**src/rtl/uart_pkg.sv**
```systemverilog
// uart_pkg: shared UART frame constants, receiver state encoding and baud helper.
package uart_pkg;
  localparam int DATA_BITS = 8;
  localparam int STOP_BITS = 1;
  typedef enum logic [2:0] {IDLE, START, DATA, PARITY, STOP, BREAK} state_t;
  function automatic int bit_ticks(input int clock, input int baud);
    return (clock + baud / 2) / baud;
  endfunction
endpackage

```
**src/rtl/uart_sync.sv**
```systemverilog
// uart_sync: N-flop (N >= 2) synchronizer for asynchronous inputs, resets to 1 (idle line level).
module uart_sync #(
  parameter int N = 2
) (
  input  logic clock,
  input  logic reset,
  input  logic i_d,
  output logic o_q
);
  logic [N-1:0] r_q;
  always_ff @(posedge clock or negedge reset)
    if (!reset) r_q <= '1;
    else r_q <= {r_q[N-2:0], i_d};
  assign o_q = r_q[N-1];
endmodule

```
**src/rtl/uart_rx.sv**
```systemverilog
// uart_rx: 8N1 serial receiver with mid-bit sampling, false-start, framing and overrun detection.
// Define UART_RX_PARITY_EN to add an even-parity bit after the data bits (perr reports mismatches).
module uart_rx
  import uart_pkg::*;
#(
  parameter int Clock = 50000000,
  parameter int Baud  = 9600
) (
  input  logic       clock,
  input  logic       reset,
  input  logic       rxd,
  input  logic       ack,
  output logic [7:0] data,
  output logic       valid,
  output logic       ferr,
  output logic       ovr,
  output logic       perr
);
  localparam int BitTicks = bit_ticks(Clock, Baud);
  localparam int HalfTicks = BitTicks / 2;
  localparam int CW = $clog2(BitTicks);
  localparam logic [CW-1:0] BIT_M1 = CW'(BitTicks - 1);
  localparam logic [CW-1:0] HALF_M1 = CW'(HalfTicks - 1);
`ifdef UART_RX_PARITY_EN
  localparam state_t AFTER_DATA = PARITY;
`else
  localparam state_t AFTER_DATA = STOP;
`endif
  state_t r_state, w_next;
  logic [CW-1:0] r_cnt;
  logic [2:0] r_idx;
  logic [7:0] r_sr;
  logic w_rxs, w_tick, w_done, w_ferr, w_perr;
  uart_sync #(.N(2)) u_sync (.clock(clock), .reset(reset), .i_d(rxd), .o_q(w_rxs));
  assign w_tick = r_cnt == '0;
  always_ff @(posedge clock or negedge reset)
    if (!reset) r_state <= IDLE;
    else r_state <= w_next;
  always_comb begin
    w_next = r_state;
    case (r_state)
      IDLE:    if (!w_rxs) w_next = START;
      START:   if (w_tick) w_next = w_rxs ? IDLE : DATA;
      DATA:    if (w_tick && r_idx == 3'(DATA_BITS - 1)) w_next = AFTER_DATA;
      PARITY:  if (w_tick) w_next = STOP;
      STOP:    if (w_tick) w_next = w_rxs ? IDLE : BREAK;
      BREAK:   if (w_rxs) w_next = IDLE;
      default: w_next = IDLE;
    endcase
  end
  always_comb begin
    w_done = r_state == STOP && w_tick && w_rxs;
    w_ferr = r_state == STOP && w_tick && !w_rxs;
  end
`ifdef UART_RX_PARITY_EN
  logic r_par;
  always_ff @(posedge clock or negedge reset)
    if (!reset) r_par <= 1'b0;
    else if (r_state == PARITY && w_tick) r_par <= w_rxs;
  assign w_perr = w_done && ^{r_sr, r_par};
`else
  assign w_perr = 1'b0;
`endif
  // IDLE keeps reloading the half-bit delay so a start edge lands mid-bit
  always_ff @(posedge clock or negedge reset)
    if (!reset) begin
      r_cnt <= '0;
      r_idx <= '0;
      r_sr  <= '0;
      data  <= '0;
      valid <= 1'b0;
      ferr  <= 1'b0;
      ovr   <= 1'b0;
      perr  <= 1'b0;
    end else begin
      r_cnt <= (r_state == IDLE) ? HALF_M1 : w_tick ? BIT_M1 : r_cnt - 1'b1;
      r_idx <= (r_state == DATA) ? r_idx + 3'(w_tick) : '0;
      if (r_state == DATA && w_tick) r_sr <= {w_rxs, r_sr[7:1]};
      if (w_done) data <= r_sr;
      valid <= w_done | (valid & ~ack);
      ferr  <= w_ferr;
      ovr   <= w_done & valid & ~ack;
      perr  <= w_perr;
    end
endmodule
```
**config.mk**
```make
export PLATFORM = sky130hd
export DESIGN_NAME = uart_rx
export DESIGN_NICKNAME = d
export VERILOG_FILES = /design/src/rtl/uart_pkg.sv /design/src/rtl/uart_sync.sv /design/src/rtl/uart_rx.sv
export SDC_FILE = /design/constraint.sdc
export NUM_CORES = 1
export LEC_CHECK = 0
export ABC_CLOCK_PERIOD_IN_PS = 4000
export CORE_ASPECT_RATIO = 0.7
export CORE_MARGIN = 2
export CORE_UTILIZATION = 25
export CTS_CLUSTER_DIAMETER = 40
export DETAILED_ROUTE_END_ITERATION = 8
export GPL_ROUTABILITY_DRIVEN = 0
export PLACE_DENSITY = 0.37
export SYNTH_ARGS = -nofsm -noshare
export SYNTH_HDL_FRONTEND = slang
export SYNTH_HIERARCHICAL = 1
export SYNTH_SLANG_ARGS = --single-unit
```
**constraint.sdc**
```tcl
create_clock -name clock -period 4 [get_ports clock]
set_input_delay 0.6 -clock clock [delete_from_list [all_inputs] [get_ports clock]]
set_output_delay 0.6 -clock clock [all_outputs]
set_load 0.01 [all_outputs]
```
==> impl_metrics.csv <==
group,metric,value,unit
run_status,status,"finished, final reports clean",
clock_tree,clkTransAtPathRegs,80,ps
synth,synth_warnings,6,
clock_tree,cts_resized,0,
layout,final_common_cell,"dfrtp_1",
route,routed_via_density,4.322,
worst_hold_path,hold_start,"u_sync/r_q[0]$_DFF_PN1_",
run,cap_violations,0,
route,drc,0,
die,die_w,106.5,um
timing,clock_skew,5.818,ps
worst_setup_path,r2r-end,"r_idx[1]$_DFF_PN0_",
route,vias,1167,
timing,worstMarginPinSlew,942.8,ps
power_and_ir_drop,finalPower,0.7775,mW
route,drt_iter0_drc,59,
layout,regArea,1003,um2
power_and_ir_drop,cellPowerDensity,353.5,nW/um2
route,ant_nets,0,
timing,final_max_slew_viol_count,0,
route,wirelength,3587,um
power_and_ir_drop,p_leak,0.9498,nW
layout,mostFrequentLayoutCells,"dfrtp_1, nand2_1, clkdlybuf4s50_1",
synth,synthDistinctLibCells,44,
clock_tree,cts_tree,"done",
timing,rsz0062_at_grt,"no",
worst_setup_path,crit_path_max_fanout,14,
layout,fin_nets,178,
die,io_pins,16,
placed_design,hpwl,2519,um
die,initial_core_util,0.2547,
power_and_ir_drop,ir_drop,0.0001837,V
worst_setup_path,reg2reg_slack,1690,ps
worst_hold_path,hp-class,"register to register",
layout,drive_gt1_frac,0.2151,
worst_setup_path,r2r-start,"r_cnt[3]$_DFF_PN0_",
global_routing,antenna_found_initial,0,
timing,final-setup-viol-count,0,
timing,fmax,432.7,MHz
clock_tree,cts_buffers,5,
clock_tree,root_buffer,"clkbuf_8",
route,wl_per_cell,13.29,um
global_routing,overflow,0,
global_routing,grt_util_all_layers,0.09739,
global_routing,grt_first_pass_wirelength,5844,um
worst_setup_path,cp-start-kind,"register",
worst_hold_path,min_path_cells,0,
clock_tree,clk_latency,290,ps
global_routing,grt_pass1_vias,1143,
timing,min_period_over_period,0.5778,
die,die_h,75.77,um
clock_tree,cts_sinks,40,
worst_setup_path,end_kind,"register",
worst_setup_path,path_class,"register to register",
die,fp.coreArea,7222,um2
clock_tree,clockBufferDepth,2,
placed_design,io_buffers,14,
layout,area_growth,19.59,%
worst_hold_path,holdPathEnd,"u_sync/r_q[1]$_DFF_PN1_",
clock_tree,htreeDepth,2,
timing,hold_violations,0,
synth,ys_ff_latch,40,
die,row_count,26,
worst_setup_path,worstPathArrival,2490,ps
synth,synth_area,1839,um2
synth,synth.avg_cell_area,11.94,um2
worst_setup_path,reg2regPathDepth,5,
layout,n_antenna_cell,0,
layout,multi_input_area,793.3,um2
synth,netlist_instances,154,
die,design.die.area,8070,um2
timing,fin_crit,2311,ps
clock_tree,hold_buffers,0,
timing,slew_headroom,0.3667,
layout,nFillCells,760,
route,first_pass_iters,4,
worst_setup_path,cp_data_required_time,4180,ps
global_routing,grt_max_degree,41,
synth,syn_nets,161,
clock_tree,postCtsSetupRepairBufs,0,
timing,finalSetupTns,0,ps
synth,yosysSeqAreaShare,0.5456,
-- critical path: stages (launching register included) --
cell	delay [ps]
dfrtp_1	450
or3_1	430
nand4b_1	640
nor2_1	280
ha_1	260
and3_1	140
-- state kept, by name, indices dropped and copies added (netlist names) --
| register | flops |
|---|---|
| r_state | 3 |
| r_cnt | 13 |
| ferr | 1 |
| u_sync/r_q | 2 |
| data | 8 |
| r_idx | 3 |
| valid | 1 |
| ovr | 1 |
| r_sr | 8 |
-- how the worst max path moves through the flow --
stage	start	end	slack (ps)	cells past startpoint
after global routing	r_cnt[0]$_DFF_PN0_	r_idx[1]$_DFF_PN0_	1540	7
after CTS	r_cnt[0]$_DFF_PN0_	r_idx[1]$_DFF_PN0_	1700	7
after global placement	r_cnt[3]$_DFF_PN0_	r_idx[1]$_DFF_PN0_	1800	5
after detailed placement	r_cnt[0]$_DFF_PN0_	r_idx[1]$_DFF_PN0_	1720	7
after floorplan	r_cnt[3]$_DFF_PN0_	r_idx[1]$_DFF_PN0_	2150	6
final	r_cnt[3]$_DFF_PN0_	r_idx[1]$_DFF_PN0_	1690	5
-- cells in the mapped netlist --
library cell  number  area, um2
a211oi_1           1      7.510
a21o_1             2      15.01
nor2_1            12      45.04
nor4_4             1      21.27
nor4b_1            1      8.760
o21ai_1            1      5.000
nor3_1             6      30.03
clkbuf_1           1      3.750
nand4b_1           2      17.52
o31ai_1            1      7.510
o32a_1             1      10.01
ha_1               3      37.54
nand2_4            1      11.26
or3_2              1      7.510
or4_1              2      15.01
o21ba_2            1      10.01
or3_1              1      6.260
nand2b_1           2      12.51
nor3_2             1      10.01
a21oi_1            5      25.02
mux2_2             8      90.09
xnor2_1            6      52.55
and4_1             1      8.760
dfstp_2            2      52.55
nand3_1            1      5.000
or3_4              1      11.26
a31oi_1            2      12.51
nand3_4            1      17.52
mux2_4             8      120.1
nor2b_1            1      6.260
xor2_1             3      26.28
nor3b_1            2      15.01
or2_2              1      6.260
a21boi_1           1      7.510
conb_1             1      3.750
and3_1             2      12.51
inv_1              5      18.77
nand2_1           14      52.55
buf_4              2      15.01
dfrtp_1           38      950.9
buf_2              1      5.000
nor2_2             1      6.260
o21ai_0            5      25.02
or4_4              1      11.26
-- layout make-up --
| class | count | area share |
|---|---|---|
| repair buffers | 14 | 0.06143 |
| clock inverters | 1 | 0.01365 |
| clock buffers | 7 | 0.04380 |
| flip-flops and latches | 40 | 0.4562 |
| inverters | 5 | 0.008532 |
| well taps | 98 | 0.05575 |
| multi-input cells | 105 | 0.3606 |
-- cell families (layout without fill, tap and decap cells) --
group                      Yosys count  count (layout)  synth area share
other                                1               1          0.002039
buffers and inverters                9              27           0.02312
AOI/OAI and AO/OA                   20              20           0.06802
and+or+nand+nor                     56              56            0.1837
muxes                               16              16            0.1143
DFF                                 40              40            0.5456
xor gates and xnor gates             9               9           0.04286
adders and majority gates            3               3           0.02041
-- through the flow --
stage,hold WS (ps),worst slack [ps],utilization,std cells,instance area (um2)
floorplan,304.4,2148,-,154,1839
global placement,347.3,1796,0.2871,262,2073
detailed placement,350.7,1716,0.2871,262,2073
CTS,362.8,1705,0.3046,270,2200
global route,368.2,1539,0.3046,270,2200
finish,361.3,1689,0.3046,270,2200
-- per-layer routing --
| layer | GRT usage | wire length, um | up-vias | part of all wire |
|---|---|---|---|---|
| met2 | 0.1432 | 1561 | 17 | 0.44 |
| met3 | 0.02823 | 115 | 6 | 0.032 |
| met1 | 0.1346 | 1860 | 573 | 0.52 |
| met4 | 0.04329 | 49 | 0 | 0.014 |
| li1 | - | - | 571 | - |
| met5 | 0 | 0 | - | 0 |
-- where the power goes --
part           internal (mW)  switching [mW]
Clock                  0.220           0.139
Combinational        0.00241         0.00867
Sequential             0.406        0.000962
Total                  0.628           0.149
(Power assumes the default switching activity.)
